**config.mk**
```make
export PLATFORM = sky130hd
export DESIGN_NAME = memory_port_arbiter
export DESIGN_NICKNAME = d
export VERILOG_FILES = /design/src/rtl/memory_arbiter_pkg.sv /design/src/rtl/arbiter_watchdog.sv /design/src/rtl/memory_port_arbiter.sv
export SDC_FILE = /design/constraint.sdc
export NUM_CORES = 1
export LEC_CHECK = 0
export CORE_MARGIN = 2
export CORE_UTILIZATION = 46
export CTS_BUF_LIST = sky130_fd_sc_hd__clkbuf_4 sky130_fd_sc_hd__clkbuf_8
export DETAILED_ROUTE_END_ITERATION = 10
export MAX_ROUTING_LAYER = met4
export PLACE_DENSITY = 0.87
export RECOVER_POWER = 50
export SYNTH_ARGS = -nofsm -noshare
export SYNTH_HDL_FRONTEND = slang
export SYNTH_SLANG_ARGS = --single-unit
```
**constraint.sdc**
```tcl
create_clock -name clock -period 3.1 [get_ports clock]
set_input_delay 0.62 -clock clock [delete_from_list [all_inputs] [get_ports clock]]
set_output_delay 0.62 -clock clock [all_outputs]
set_load 0.05 [all_outputs]
```
**src/rtl/memory_arbiter_pkg.sv**
```systemverilog
// Shared types and constants for the memory port arbiter.
//   arb_state_t : arbiter FSM states
//   requester_t : identity of the two requesters
package memory_arbiter_pkg;

  localparam int unsigned MEM_ADDR_WIDTH  = 17;
  localparam int unsigned DEFAULT_TIMEOUT = 15;
  localparam int unsigned DATA_WIDTH      = 8;
  localparam int unsigned WATCHDOG_WIDTH  = 8;

  typedef enum logic [1:0] {
    IDLE,
    BUSY,
    RESPOND
  } arb_state_t;

  typedef enum logic {
    REQ_HOST,
    REQ_BLIT
  } requester_t;

endpackage

```
**src/rtl/arbiter_watchdog.sv**
```systemverilog
// Transaction watchdog: counts BUSY cycles and flags a hung transaction.
//   clock, reset : clock, async active-low reset
//   clear        : zero the counter (transaction accepted)
//   enable       : count this cycle (transaction in flight)
//   expired      : this edge is the TIMEOUT_CYCLES-th BUSY edge
module arbiter_watchdog
  import memory_arbiter_pkg::*;
#(
  parameter int unsigned TIMEOUT_CYCLES = DEFAULT_TIMEOUT
) (
  input  logic clock,
  input  logic reset,
  input  logic clear,
  input  logic enable,
  output logic expired
);

  localparam int unsigned CountWidth = WATCHDOG_WIDTH + 1;

  logic [WATCHDOG_WIDTH-1:0] count;
  logic [CountWidth-1:0]     countNext;

  // One bit of headroom so the compare never sees a wrapped value.
  assign countNext = {1'b0, count} + CountWidth'(1);

  // Compare the post-increment value so the abort lands exactly on the
  // TIMEOUT_CYCLES-th edge after acceptance.
  assign expired = enable && (countNext >= CountWidth'(TIMEOUT_CYCLES));

  // Cycle counter.
  always_ff @(posedge clock or negedge reset) begin
    if (!reset) begin
      count <= '0;
    end else if (clear) begin
      count <= '0;
    end else if (enable) begin
      count <= countNext[WATCHDOG_WIDTH-1:0];
    end
  end

endmodule

```
**src/rtl/memory_port_arbiter.sv**
```systemverilog
// Round-robin arbiter sharing the memory manager CPU port between the host
// bus interface and the blitter, with a watchdog that turns hung
// transactions into error responses.
//   host*/blit* Req  : valid/ready request (ready is combinational)
//   host*/blit* Resp : one-cycle registered response strobe, data, error
//   memory*          : registered level requests, address, write data;
//                      read data and completion pulses from the manager
//   busy             : arbiter is not IDLE
module memory_port_arbiter
  import memory_arbiter_pkg::*;
#(
  parameter int unsigned ADDR_WIDTH     = MEM_ADDR_WIDTH,
  parameter int unsigned TIMEOUT_CYCLES = DEFAULT_TIMEOUT
) (
  input  logic                  clock,
  input  logic                  reset,
  input  logic                  hostReqValid,
  input  logic                  hostReqWrite,
  input  logic [ADDR_WIDTH-1:0] hostReqAddress,
  input  logic [DATA_WIDTH-1:0] hostReqWriteData,
  output logic                  hostReqReady,
  output logic                  hostRespValid,
  output logic [DATA_WIDTH-1:0] hostRespData,
  output logic                  hostRespError,
  input  logic                  blitReqValid,
  input  logic                  blitReqWrite,
  input  logic [ADDR_WIDTH-1:0] blitReqAddress,
  input  logic [DATA_WIDTH-1:0] blitReqWriteData,
  output logic                  blitReqReady,
  output logic                  blitRespValid,
  output logic [DATA_WIDTH-1:0] blitRespData,
  output logic                  blitRespError,
  output logic [ADDR_WIDTH-1:0] memoryAddress,
  output logic                  memoryReadRequest,
  output logic                  memoryWriteRequest,
  output logic [DATA_WIDTH-1:0] memoryWriteData,
  input  logic [DATA_WIDTH-1:0] memoryReadData,
  input  logic                  memoryReadComplete,
  input  logic                  memoryWriteComplete,
  output logic                  busy
);

  arb_state_t state, stateNext;
  requester_t owner, lastServed;

  logic                  grantHost, grantBlit, accept;
  logic                  completeHit, respDone, respErrorNext;
  logic [DATA_WIDTH-1:0] respDataNext;
  logic                  watchdogClear, watchdogEnable, watchdogExpired;

  arbiter_watchdog #(
    .TIMEOUT_CYCLES(TIMEOUT_CYCLES)
  ) watchdog (
    .clock  (clock),
    .reset  (reset),
    .clear  (watchdogClear),
    .enable (watchdogEnable),
    .expired(watchdogExpired)
  );

  // State register.
  always_ff @(posedge clock or negedge reset) begin
    if (!reset) state <= IDLE;
    else        state <= stateNext;
  end

  // Next state, grant and completion decode.
  always_comb begin
    stateNext      = state;
    grantHost      = 1'b0;
    grantBlit      = 1'b0;
    accept         = 1'b0;
    completeHit    = 1'b0;
    respDone       = 1'b0;
    respErrorNext  = 1'b0;
    respDataNext   = '0;
    watchdogClear  = 1'b0;
    watchdogEnable = 1'b0;
    case (state)
      IDLE: begin
        // Under contention, the requester not served last wins.
        if (hostReqValid && (!blitReqValid || lastServed == REQ_BLIT)) grantHost = 1'b1;
        else if (blitReqValid)                                          grantBlit = 1'b1;
        accept = grantHost || grantBlit;
        if (accept) begin
          watchdogClear = 1'b1;
          stateNext     = BUSY;
        end
      end
      BUSY: begin
        watchdogEnable = 1'b1;
        // Only the completion matching the outstanding request counts.
        completeHit    = memoryWriteRequest ? memoryWriteComplete : memoryReadComplete;
        respDone       = completeHit || watchdogExpired;
        respErrorNext  = !completeHit;
        if (completeHit && memoryReadRequest) respDataNext = memoryReadData;
        if (respDone) stateNext = RESPOND;
      end
      RESPOND: stateNext = IDLE;
      default: stateNext = IDLE;
    endcase
  end

  assign hostReqReady = grantHost;
  assign blitReqReady = grantBlit;

  // Datapath, memory-side requests and response strobes.
  always_ff @(posedge clock or negedge reset) begin
    if (!reset) begin
      owner              <= REQ_HOST;
      lastServed         <= REQ_BLIT;
      memoryAddress      <= '0;
      memoryWriteData    <= '0;
      memoryReadRequest  <= 1'b0;
      memoryWriteRequest <= 1'b0;
      hostRespValid      <= 1'b0;
      hostRespData       <= '0;
      hostRespError      <= 1'b0;
      blitRespValid      <= 1'b0;
      blitRespData       <= '0;
      blitRespError      <= 1'b0;
      busy               <= 1'b0;
    end else begin
      busy          <= (stateNext != IDLE);
      hostRespValid <= 1'b0;
      hostRespData  <= '0;
      hostRespError <= 1'b0;
      blitRespValid <= 1'b0;
      blitRespData  <= '0;
      blitRespError <= 1'b0;
      if (accept) begin
        owner              <= grantHost ? REQ_HOST : REQ_BLIT;
        memoryAddress      <= grantHost ? hostReqAddress : blitReqAddress;
        memoryWriteData    <= grantHost ? hostReqWriteData : blitReqWriteData;
        memoryWriteRequest <= grantHost ? hostReqWrite : blitReqWrite;
        memoryReadRequest  <= grantHost ? !hostReqWrite : !blitReqWrite;
      end
      if (respDone) begin
        // Drop the request on the completion edge so it stays low for
        // at least two cycles before the next acceptance.
        memoryReadRequest  <= 1'b0;
        memoryWriteRequest <= 1'b0;
        if (owner == REQ_HOST) begin
          hostRespValid <= 1'b1;
          hostRespData  <= respDataNext;
          hostRespError <= respErrorNext;
        end else begin
          blitRespValid <= 1'b1;
          blitRespData  <= respDataNext;
          blitRespError <= respErrorNext;
        end
      end
      if (state == RESPOND) lastServed <= owner;
    end
  end

endmodule

```
==> impl_results.md, run 1 <==
* # fillers at 395
* Crit path arrival time at 2.04 ns
* Post-CTS Setup Inserts at 0
* GPL Wtd Cong at 0.7653
* Routed Antenna Nets at 0
* Die area at 6284 sq um
* CTS tree: done
* Hold_ws at 0.4889 ns
* Synth Warn # at 0
* Final worst path period need at 2.659 ns
* Final hold violation count at 0
* Avg Cell Area, Syn at 11.04 sq um
* RR Endpoint: memoryAddress[2]$_DFFE_PN0P_
* Cell area after synthesis at 2606 sq um
* Max capacitance violation total at 0
* Largest net degree at the start of global routing at 54
* First-pass GRT wire length at 10940 microns
* DR vias at 2180
* Share of layout cells above drive strength 1 at 6.925%
* Post-synth cell types at 36
* Final net count at 424
* Flops & latches, synth at 60
* Worst-Skew Late Latency at 0.33 ns
* Placed insts at 417
* Vias in the first global route at 2215
* Post-Route Skew at 0.008154 ns
* Leak pwr at 1.717 nW
* Number of CTS-inserted buffers at 9
* Mapped Nets at 304
* Overall routing resource usage at 23.86%
* Hold crit path type: in2async
* Core Area at 5473 sq um
* Asr flop ratio synth at 100.0%
* Placed cell areas at 3850 sq um
* Fin crit share at 85.77%
* Sum Neg Setup Slack at 0 ns
* Sequential area share after synthesis at 57.66%
* Cell family with most CP delay: buffers and inverters
* Slew HR at 25.00%
* Final worst slack at 0.4413 ns
* Crit Path Max Fanout at 4
* Flop-to-flop setup slack at 0.80 ns
* First-iteration detailed-routing DRC count at 91
* FF/Latch Area at 1503 sq um
* Clock slew at reported path FFs at 0.06 ns
* Ports at 116
* Antenna cells at 0
* Post-synth EDFFs at 0
* Non-Filler Instances at 433
* Worst VDD drop at 532.8 uV
* First-pass DRT Iterations at 4
* Critical Path End Type: output port
* Worst R2R Start: state[0]$_DFF_PN0_
* Total Routed Length at 6706 microns
* Starting Density at 47.62%
* RSZ-0062 raised after global routing: no
* Final instance area at 3984 sq um
* Die Width at 79.27 microns
* Actual slew at the worst max-slew pin at 1.125 ns
* CTS sink count at 60
* H-tree depth at 3
* PwrDens at 954.8 nW/um^2
* Max Fclk at 376.1 MHz
* Die H at 79.27 microns
* Clock root buffer: clkbuf_8
* Reg2reg path depth at 6
* Req. time, crit path at 2.48 ns
* Worst path slowest cell: dlygate4sd3_1
* Post-Syn Instances at 236
* Worst Setup SP: blitReqValid
* CP Class: in2out
* Max incr delay on CP at 0.58 ns
* Setup-failing EPs final at 0
* Max clock buf depth at 2
* Status: complete, no violations
* Critical path cell sequence: dlygate4sd3_1, and2_1, a21boi_0, buf_12
* Layout area overhead at 52.86%
* Multi-input gate area at 1008 sq um
* Grt ovf at 0
* Crit path buf inv count at 2
* Max Transition Viols Final at 0
* Buffers on Ports at 115
* Post-DR vias/cell at 5.035
* DP HPWL at 4892 microns
* Row Count at 27
* Setup WS pre-CTS at 0.4581 ns
* DR WL/cell at 15.49 microns
* Cts repair resizes at 0
* CP startpoint kind: primary input
* Initial antenna violation count at 0
* Main synth FF type: dfrtp_1
* Hold Buf Count CTS at 0
* Number of remaining DRC errors at 0
[sequential cells by signal, indices dropped and copies added, names as in the netlist]
signal,cells
blitRespData,8
memoryWriteRequest,1
hostRespError,1
lastServed,1
blitRespValid,1
owner,1
memoryWriteData,8
blitRespError,1
busy,1
watchdog.count,8
memoryAddress,17
hostRespData,8
state,2
hostRespValid,1
memoryReadRequest,1
[area by class of cell]
class / instances / share of cell area, %
Inverter: 6 / 0.5653
Timing Repair Buffer: 119 / 29.74
Clock buffer: 13 / 4.020
Multi-Input combinational cell: 160 / 25.31
Clock inverter: 3 / 0.3769
Sequential cell: 60 / 37.72
Tap cell: 72 / 2.261
[worst max-delay path by stage]
stage                         to  slack (ns)  depth (start not counted)
floorplan           blitReqReady        0.49                          2
global placement    blitReqReady        0.47                          4
detailed placement  blitReqReady        0.46                          4
CTS                 blitReqReady        0.45                          4
global route        blitReqReady        0.32                          4
finish              blitReqReady        0.44                          4
[metrics by stage]
stage / util, % / total power (W)
after floorplan: - / 0.002521
after global placement: 70.35 / 0.003187
after detailed placement: 70.35 / 0.003230
after CTS: 73.55 / 0.003862
after global routing: 72.79 / 0.004022
final: 72.79 / 0.003804
[power breakdown]
group          internal (W)  total, W  switching [W]
Combinational      0.000711   0.00199        0.00128
Sequential          0.00104   0.00119       0.000149
Clock              0.000335  0.000620       0.000286
Total               0.00209   0.00380        0.00172
[synthesized netlist by cell type, types with 2 or more instances]
cell type	count	share of area, %
xor2_1	6	2.0
a31oi_1	2	0.48
and3_4	2	0.86
or3_1	2	0.48
nand2_1	32	4.6
dfrtp_1	59	57
o21ai_0	28	5.4
a21oi_1	4	0.77
inv_1	6	0.86
nor3b_1	2	0.58
nand3_1	4	0.77
nand4_1	2	0.48
and3_1	2	0.48
mux2i_1	23	8.8
nor2b_1	2	0.48
a221o_1	2	0.77
buf_4	3	0.86
nor2_1	12	1.7
mux2_2	2	0.86
and2_1	19	4.6
ha_1	2	0.96
clkbuf_1	6	0.86
[routing by layer]
metal | vias to the layer above | global-route usage [%] | share of wire (%)
met5 | - | - | 0
met4 | 0 | 8.448 | 1.4
met3 | 9 | 7.727 | 8.1
met2 | 91 | 39.92 | 50
met1 | 1027 | 27.01 | 41
li1 | 1053 | - | -
[cells in the final DEF (no fill, tap or decap), types with 3 or more instances in the layout]
| cell | synthesis | final |
|---|---|---|
| a21oi_1 | 4 | 5 |
| a31oi_1 | 2 | 3 |
| and2_1 | 19 | 19 |
| clkbuf_1 | 6 | 3 |
| clkbuf_4 | 0 | 3 |
| clkbuf_8 | 0 | 10 |
| clkdlybuf4s50_1 | 0 | 110 |
| clkinv_2 | 0 | 3 |
| dfrtp_1 | 59 | 59 |
| inv_1 | 6 | 6 |
| mux2i_1 | 23 | 23 |
| nand2_1 | 32 | 32 |
| nand3_1 | 4 | 4 |
| nor2_1 | 12 | 12 |
| o21ai_0 | 28 | 28 |
| xor2_1 | 6 | 6 |
[cells by family after synthesis]
family / after synthesis / share of synthesized area, %
adders and majority gates: 2 / 0.9600
and+or+nand+nor: 81 / 15.60
DFF: 60 / 57.66
xor gates and xnor gates: 6 / 2.016
muxes: 26 / 10.27
buffers and inverters: 16 / 2.784
AOI/OAI and AO/OA: 45 / 10.71
Note: power is estimated with default switching activity, not from simulation.
==> run 2, diff against run 1 <==
--- a/config.mk
+++ b/config.mk
@@ -5,7 +5,7 @@
 export SDC_FILE = /design/constraint.sdc
 export NUM_CORES = 1
 export LEC_CHECK = 0
-export CORE_MARGIN = 2
+export CORE_MARGIN = 3
 export CORE_UTILIZATION = 46
 export CTS_BUF_LIST = sky130_fd_sc_hd__clkbuf_4 sky130_fd_sc_hd__clkbuf_8
 export DETAILED_ROUTE_END_ITERATION = 10
==> run 2 against run 1 <==
Against the previous run:
- the run now ends with max-capacitance violations, max-slew violations left
- via count rose by 0.41%
- global-route usage fell by 2.0 points
- count of clock-buffer cells in the layout rose by 1
- wire length rose by 1.6%
- utilization rose by 2.9 points
- worst hold slack got worse by 0.0093 ns
- cell count fell by 0.92%
- die area rose by 5.1%
- design area rose by 0.75%
- clock skew fell by 0.0018 ns
- critical endpoint unchanged
- largest power group unchanged
==> impl_results.md, run 2 (synthesized netlist as in run 1, its figures left out) <==
* Status: finished with violations (was complete, no violations)
* Violated checks: max-capacitance violations, max-slew violations
* CTS sink count at 60 (unchanged)
* Antenna cells at 0 (unchanged)
* Reg2reg path depth at 6 (unchanged)
* Routed Antenna Nets at 0 (unchanged)
* Worst R2R Start: state[0]$_DFF_PN0_ (unchanged)
* Post-DR vias/cell at 5.103 (was 5.035)
* Biggest register: memoryAddress (unchanged)
* Ports at 116 (unchanged)
* First-pass DRT Iterations at 4 (unchanged)
* RR Endpoint: memoryAddress[2]$_DFFE_PN0P_ (unchanged)
* Most frequent cells in the layout: clkdlybuf4s50_1, dfrtp_1, nand2_1 (unchanged)
* Req. time, crit path at 2.48 ns (about the same)
* Max capacitance violation total at 1 (was 0)
* Leak pwr at 1.724 nW (was 1.717 nW)
* Cts repair resizes at 0 (unchanged)
* Number of CTS-inserted buffers at 9 (unchanged)
* Slew HR at -0.03937% (was 25.00%)
* First-iteration detailed-routing DRC count at 122 (was 91)
* Core Area at 5303 sq um (was 5473 sq um)
* Hold Crit Start: state[0]$_DFF_PN0_
* Worst hold path depth at 1
* Buffers on Ports at 115 (unchanged)
* Die H at 81.27 microns (was 79.27 microns)
* Crit path arrival time at 2.09 ns (was 2.04 ns)
* Most common cell after layout, fill and taps aside: clkdlybuf4s50_1 (unchanged)
* Layout area overhead at 54.01% (was 52.86%)
* Vias in the first global route at 2108 (was 2215)
* Number of remaining DRC errors at 0 (unchanged)
* Row Count at 26 (was 27)
* Flop-to-flop setup slack at 0.81 ns (was 0.80 ns)
* CTS tree: done (unchanged)
* Die Width at 81.27 microns (was 79.27 microns)
* DR WL/cell at 15.89 microns (was 15.49 microns)
* GPL Wtd Cong at 0.7736 (was 0.7653)
* Final core occ at 75.70% (was 72.79%)
* Setup-failing EPs final at 0 (unchanged)
* Overall routing resource usage at 21.83% (was 23.86%)
* First-pass GRT wire length at 10540 microns (was 10940 microns)
* CP Class: in2out (unchanged)
* Fin crit share at 87.27% (was 85.77%)
* Max Fclk at 369.6 MHz (was 376.1 MHz)
* Sum Neg Setup Slack at 0 ns (unchanged)
* PwrDens at 980.0 nW/um^2 (was 954.8 nW/um^2)
* Post-CTS Setup Inserts at 0 (unchanged)
* Starting Density at 49.15% (was 47.62%)
* Clock root buffer: clkbuf_8 (unchanged)
* Grt ovf at 0 (unchanged)
* Hold crit path type: reg2reg (was in2async)
* Clock slew at reported path FFs at 0.06 ns (about the same)
* Actual slew at the worst max-slew pin at 1.501 ns (was 1.125 ns)
* CP startpoint kind: primary input (unchanged)
* Total Routed Length at 6816 microns (was 6706 microns)
* Crit Path Max Fanout at 4 (unchanged)
* Hold Buf Count CTS at 0 (unchanged)
* Hold_ws at 0.4796 ns (was 0.4889 ns)
* Initial antenna violation count at 0 (unchanged)
* Final hold violation count at 0 (unchanged)
* H-tree depth at 3 (unchanged)
* Share of layout cells above drive strength 1 at 6.964% (was 6.925%)
* Max Transition Viols Final at 29 (was 0)
* Hold Path End: lastServed$_DFFE_PN1N_
* Critical Path End Type: output port (unchanged)
* Die area at 6605 sq um (was 6284 sq um)
* Largest register FFs at 17 (unchanged)
* Final net count at 423 (was 424)
* Largest net degree at the start of global routing at 54 (unchanged)
* RSZ-0062 raised after global routing: no (unchanged)
* Worst-Skew Late Latency at 0.33 ns (about the same)
* Max clock buf depth at 2 (unchanged)
* Post-Route Skew at 0.006346 ns (was 0.008154 ns)
* DP HPWL at 5072 microns (was 4892 microns)
* DR vias at 2189 (was 2180)
* Final worst path period need at 2.705 ns (was 2.659 ns)
* Worst VDD drop at 590.0 uV (was 532.8 uV)
[run 2: cell count changes in the layout (fill, tap and decap cells not counted)]
| cell | before | now |
|---|---|---|
| clkbuf_8 | 10 | 12 |
| clkinv_2 | 3 | 0 |
| and2_0 | 0 | 7 |
| and2_1 | 19 | 12 |
| clkbuf_1 | 3 | 1 |
| clkbuf_2 | 1 | 2 |
| bufinv_16 | 0 | 1 |
| clkbuf_4 | 3 | 2 |
[run 2: worst max-delay path: stages]
cell	delay, ns
dlygate4sd3_1	0.59
and2_1	0.16
a21boi_0	0.51
buf_12	0.21
[run 2: worst max-delay path by stage]
| stage | from | endpoint |
|---|---|---|
| 4_1_cts | blitReqValid | blitReqReady |
| 3_5_place_dp | blitReqValid | blitReqReady |
| 3_3_place_gp | blitReqValid | blitReqReady |
| 2_1_floorplan | blitReqValid | blitReqReady |
| 5_1_grt | blitReqValid | blitReqReady |
| 6_report | blitReqValid | blitReqReady |
[run 2: final cells by class]
| type | count | area, sq um |
|---|---|---|
| Inverter | 6 | 22.52 |
| Multi-Input combinational cell | 160 | 1008 |
| Clock buffer | 14 | 180.2 |
| Fill cell | 362 | 1289 |
| Timing Repair Buffer | 118 | 1182 |
| Clock inverter | 1 | 30.03 |
| Tap cell | 70 | 87.58 |
| Sequential cell | 60 | 1503 |
[run 2: per-layer routing]
| metal | wire length, microns | part of all wire [%] | track usage (%) | vias up |
|---|---|---|---|---|
| met4 | 36 | 0.53 | 5.068 | 0 |
| met5 | 0 | 0 | - | - |
| met2 | 3276 | 48 | 34.20 | 96 |
| met1 | 2847 | 42 | 27.17 | 1043 |
| li1 | - | - | - | 1046 |
| met3 | 656 | 9.6 | 7.761 | 4 |
[run 2: stage by stage]
| stage | std cells | setup WS (ns) | power (W) | instance area, sq um |
|---|---|---|---|---|
| finish | 429 | 0.3945 | 0.003933 | 4014 |
| CTS | 429 | 0.4336 | 0.003993 | 4050 |
| global placement | 414 | 0.4737 | 0.003195 | 3840 |
| floorplan | 236 | 0.4891 | 0.002521 | 2606 |
| global route | 429 | 0.3254 | 0.004146 | 4014 |
| detailed placement | 414 | 0.4208 | 0.003249 | 3840 |
[run 2: where the power goes]
group / switching (W) / internal (W) / total (W)
registers: 0.000151 / 0.00104 / 0.00119
logic: 0.00130 / 0.000710 / 0.00201
clock network: 0.000283 / 0.000451 / 0.000734
total: 0.00173 / 0.00220 / 0.00393
==> edit 1, RTL diff (config.mk and constraints of run 1) <==
Re-encode `arb_state_t` (3 states) as one-hot, 3 bits wide.
--- a/src/rtl/memory_arbiter_pkg.sv
+++ b/src/rtl/memory_arbiter_pkg.sv
@@ -8,10 +8,10 @@
   localparam int unsigned DATA_WIDTH      = 8;
   localparam int unsigned WATCHDOG_WIDTH  = 8;
 
-  typedef enum logic [1:0] {
-    IDLE,
-    BUSY,
-    RESPOND
+  typedef enum logic [2:0] {
+    IDLE    = 3'b001,
+    BUSY    = 3'b010,
+    RESPOND = 3'b100
   } arb_state_t;
 
   typedef enum logic {
Function: same outputs for any inputs over 10 cycles, from zero or initial values and one cycle with reset low; not proved beyond that.
==> edit 1 against run 1 <==
Die area increased by 3.9%; design area increased by 2.4%; worst setup slack improved by 0.18 ns; global-route usage increased by 0.33 points; sequential cell count increased by 1; routed wire length increased by 12%; area after synthesis increased by 4.1%; largest cell class unchanged; fmax increased by 7.2%; critical path type is now input pin to flip-flop; total power increased by 3.1%.
==> edit 1: results (changes against run 1) <==
| Metric | Value |
|---|---|
| Largest net degree at the start of global routing | `55 (+1.9%)` |
| Met3 Wirelength | `684 µm (+26%)` |
| Reg2Reg Setup Slack | `0.82 ns (+0.02 ns)` |
| DRT iter0 DRCs | `167 (+84%)` |
| Worst Path Arrival | `2.71 ns (+0.67 ns)` |
| First-pass GRT wire length | `11600 µm (+5.6%)` |
| Routability cong. | `0.856 (+12%)` |
| Worst hold path class | `flip-flop to flip-flop` |
| Share of layout cells above drive strength 1 | `8.33% (+1.4 points)` |
| Met2 wire len | `3540 µm (+5.7%)` |
| Critical-path maximum fanout | `10 (+6)` |
| Worst flop-to-flop path endpoint | `memoryAddress[6]` |
| DRT met1 WL | `3150 µm (+16%)` |
| Vias | `2478 (+14%)` |
| Wire per inst | `16.0 µm (+3.5%)` |
| Worst IR Drop VDD | `568 µV (+6.6%)` |
| Syn Nets | `345 (+13%)` |
| Max_slew headroom | `11.6% (-13 points)` |
| Sequential share of the synthesized area | `56.4% (-1.3 points)` |
| WHS | `0.546 ns (+0.0574 ns)` |
| Status | `complete, no violations` |
| Hold_sp | `memoryWriteData[4]` |
| Worst Reg-to-Reg Cells | `5 (-1)` |
| Nets | `459 (+8.3%)` |
| Yosys cell types | `40 (+11%)` |
| Leakage | `1.79 nW (+4.1%)` |
| Synth top cells by count | `dfrtp_1 (59), nand2_1 (59), nor2_1 (34), a31oi_1 (28), and2_1 (17)` |
| Reg2reg start | `state[0]` |
| Vias in the first global route | `2365 (+6.8%)` |
| Largest cells by area after synthesis | `dfrtp_1 (54%), nand2_1 (8.2%), a31oi_1 (6.5%)` |
## edit 1: per-layer routing
layer  vias up  global-route usage, %
li1       1171                      -
met1      1185                   30.1
met2       113                   38.1
met3         9                   6.22
met4         0                   9.66
met5         -                      -
## edit 1: worst max-delay path by stage
stage | depth (start not counted) | start | slack [ns] | endpoint
6_report | 7 | blitReqValid | 0.62 | watchdog.count[2]
3_3_place_gp | 4 | blitReqValid | 0.85 | blitReqReady
4_1_cts | 4 | state[0] | 0.80 | blitReqReady
2_1_floorplan | 5 | state[0] | 0.49 | blitReqReady
3_5_place_dp | 4 | blitReqValid | 0.84 | blitReqReady
5_1_grt | 7 | blitReqValid | 0.45 | watchdog.count[2]
## edit 1: metrics by stage
stage          power (mW)  util, %  instance area (µm²)  worst slack (ns)  instances
4_1_cts              3.98     73.6                 4130             0.805        468
5_1_grt              4.14     72.8                 4080             0.448        468
6_report             3.92     72.8                 4080             0.620        468
3_5_place_dp         3.26     70.0                 3930             0.839        452
2_1_floorplan        2.53        -                 2710             0.495        277
3_3_place_gp         3.20     70.0                 3930             0.849        452
## edit 1: area by class of cell
type	instances	area (µm²)
Sequential cell	61	1530
Inverter	5	18.8
Fill cell	409	1530
Tap cell	72	90.1
Clock buffer	12	153
Multi-Input combinational cell	194	1050
Clock inverter	4	47.5
Timing Repair Buffer	120	1190
## edit 1: report_power, final
group          total (mW)  leakage (nW)  internal (mW)  switching, mW
clock network       0.703         0.103          0.409          0.294
logic                2.01         0.906          0.695           1.32
registers            1.21         0.779           1.05          0.153
## edit 1: cells by family after synthesis
kind of cell | after synthesis | synth area share, %
buffers and inverters | 22 | 3.64
AND/OR/NAND/NOR | 133 | 23.3
XOR/XNOR | 3 | 0.969
AO/OA/AOI/OAI | 53 | 13.6
adder cells (fa/ha/maj) | 2 | 0.922
multiplexers | 3 | 1.20
flip-flops | 61 | 56.4
## edit 1: critical path, stage by stage
cell	delay, ns
dlygate4sd3_1	0.58
nand2b_1	0.09
nand3_1	0.12
inv_1	0.12
nor3_1	0.85
o21ai_0	0.22
o31ai_1	0.11
==> edit 2, RTL diff (settings of run 1) <==
Without the edit above. The package constant `DATA_WIDTH` goes from 8 to 7.
--- a/src/rtl/memory_arbiter_pkg.sv
+++ b/src/rtl/memory_arbiter_pkg.sv
@@ -5,7 +5,7 @@
 
   localparam int unsigned MEM_ADDR_WIDTH  = 17;
   localparam int unsigned DEFAULT_TIMEOUT = 15;
-  localparam int unsigned DATA_WIDTH      = 8;
+  localparam int unsigned DATA_WIDTH      = 7;
   localparam int unsigned WATCHDOG_WIDTH  = 8;
 
   typedef enum logic [1:0] {
Ports: changed (6 resized); port bits go from 116 to 110. No check against the original RTL was run, so the function may have changed too.
==> edit 2 against run 1 <==
Design area down 0.75%; clock skew fell by 0.0020 ns; area after synthesis down 0.38%; total power increased by 5.6%; via count grew 13%; critical path depth rose by 1; sequential cell count shrank 3; global-route usage about the same; routed wire length increased by 3.5%; worst setup slack better by 0.016 ns; highest routed layer unchanged.
==> edit 2: results (changes against run 1) <==
| Metric | Value |
|---|---|
| Hpwl dp | `4840 µm (-1.1%)` |
| First-pass GRT wire length | `11300 µm (+2.9%)` |
| Period Utilization, post-route | `85.3% (-0.51 points)` |
| Clock power share | `17.4% (+1.1 points)` |
| WHS | `0.531 ns (+0.0420 ns)` |
| Crit path to | `hostReqReady` |
| Status | `complete, no violations` |
| Worst Reg-to-Reg Cells | `5 (-1)` |
| Sequential share of the synthesized area | `55.0% (-2.7 points)` |
| Wire per inst | `15.1 µm (-2.6%)` |
| Vias in the first global route | `2376 (+7.3%)` |
| DRT iter0 DRCs | `225 (+150%)` |
| Worst Setup SP | `hostReqValid` |
| Placed Cells | `445 (+6.7%)` |
| Met2 usage | `38.2% (-1.7 points)` |
| Input/output buffers | `109 (-5.2%)` |
| M1 GR Usage | `29.4% (+2.4 points)` |
| Nets | `449 (+5.9%)` |
| Met3 Wirelength | `368 µm (-32%)` |
| Vias | `2455 (+13%)` |
| Worst flop-to-flop path endpoint | `state[0]` |
| Worst IR Drop VDD | `612 µV (+15%)` |
| Leakage | `1.76 nW (+2.2%)` |
| Slew at the pin with the worst max-slew slack | `1.38 ns (+0.258 ns)` |
| Routability cong. | `0.802 (+4.8%)` |
| Largest cells by area after synthesis | `dfrtp_1 (54%), nand2_1 (8.2%), a31oi_1 (5.8%)` |
| Met2 wire len | `3460 µm (+3.3%)` |
| Largest net degree at the start of global routing | `58 (+7.4%)` |
| DRT met1 WL | `2980 µm (+9.6%)` |
| Sw Ratio | `45.9% (+0.81 points)` |
| GR Layer Usage met3 | `6.93% (-0.80 points)` |
| Reg2Reg Setup Slack | `0.96 ns (+0.16 ns)` |
| Total Routing Usage GR | `23.9% (+0.048 points)` |
| Worst Path Arrival | `2.02 ns (-0.02 ns)` |
-- edit 2: changes by cell type after synthesis, sizes merged, moves of 11 or more --
cell	change
nand2	+25
mux2i	-22
clkbuf	+11
and2	-11
a31oi	+21
nor2	+23
o21ai	-26
-- edit 2: logic make-up after synthesis --
group	Yosys count	share of synthesized area [%]
AOI/OAI and AO/OA	47	12.4
xor gates and xnor gates	6	2.02
adders and majority gates	2	0.964
buffers and inverters	22	3.52
DFF	57	55.0
muxes	3	1.25
and+or+nand+nor	140	24.8
-- edit 2: layout make-up --
| type | count | area, µm² |
|---|---|---|
| Sequential cell | 57 | 1430 |
| Clock inverter | 3 | 40.0 |
| Clock buffer | 12 | 159 |
| Fill cell | 385 | 1520 |
| Multi-Input combinational cell | 198 | 1080 |
| Tap cell | 72 | 90.1 |
| Timing Repair Buffer | 115 | 1150 |
| Inverter | 3 | 11.3 |
-- edit 2: critical path: stages --
cell and delay (ns):
dlygate4sd3_1 0.59, nor3b_1 0.35, nand2_1 0.12, inv_1 0.18, buf_12 0.16
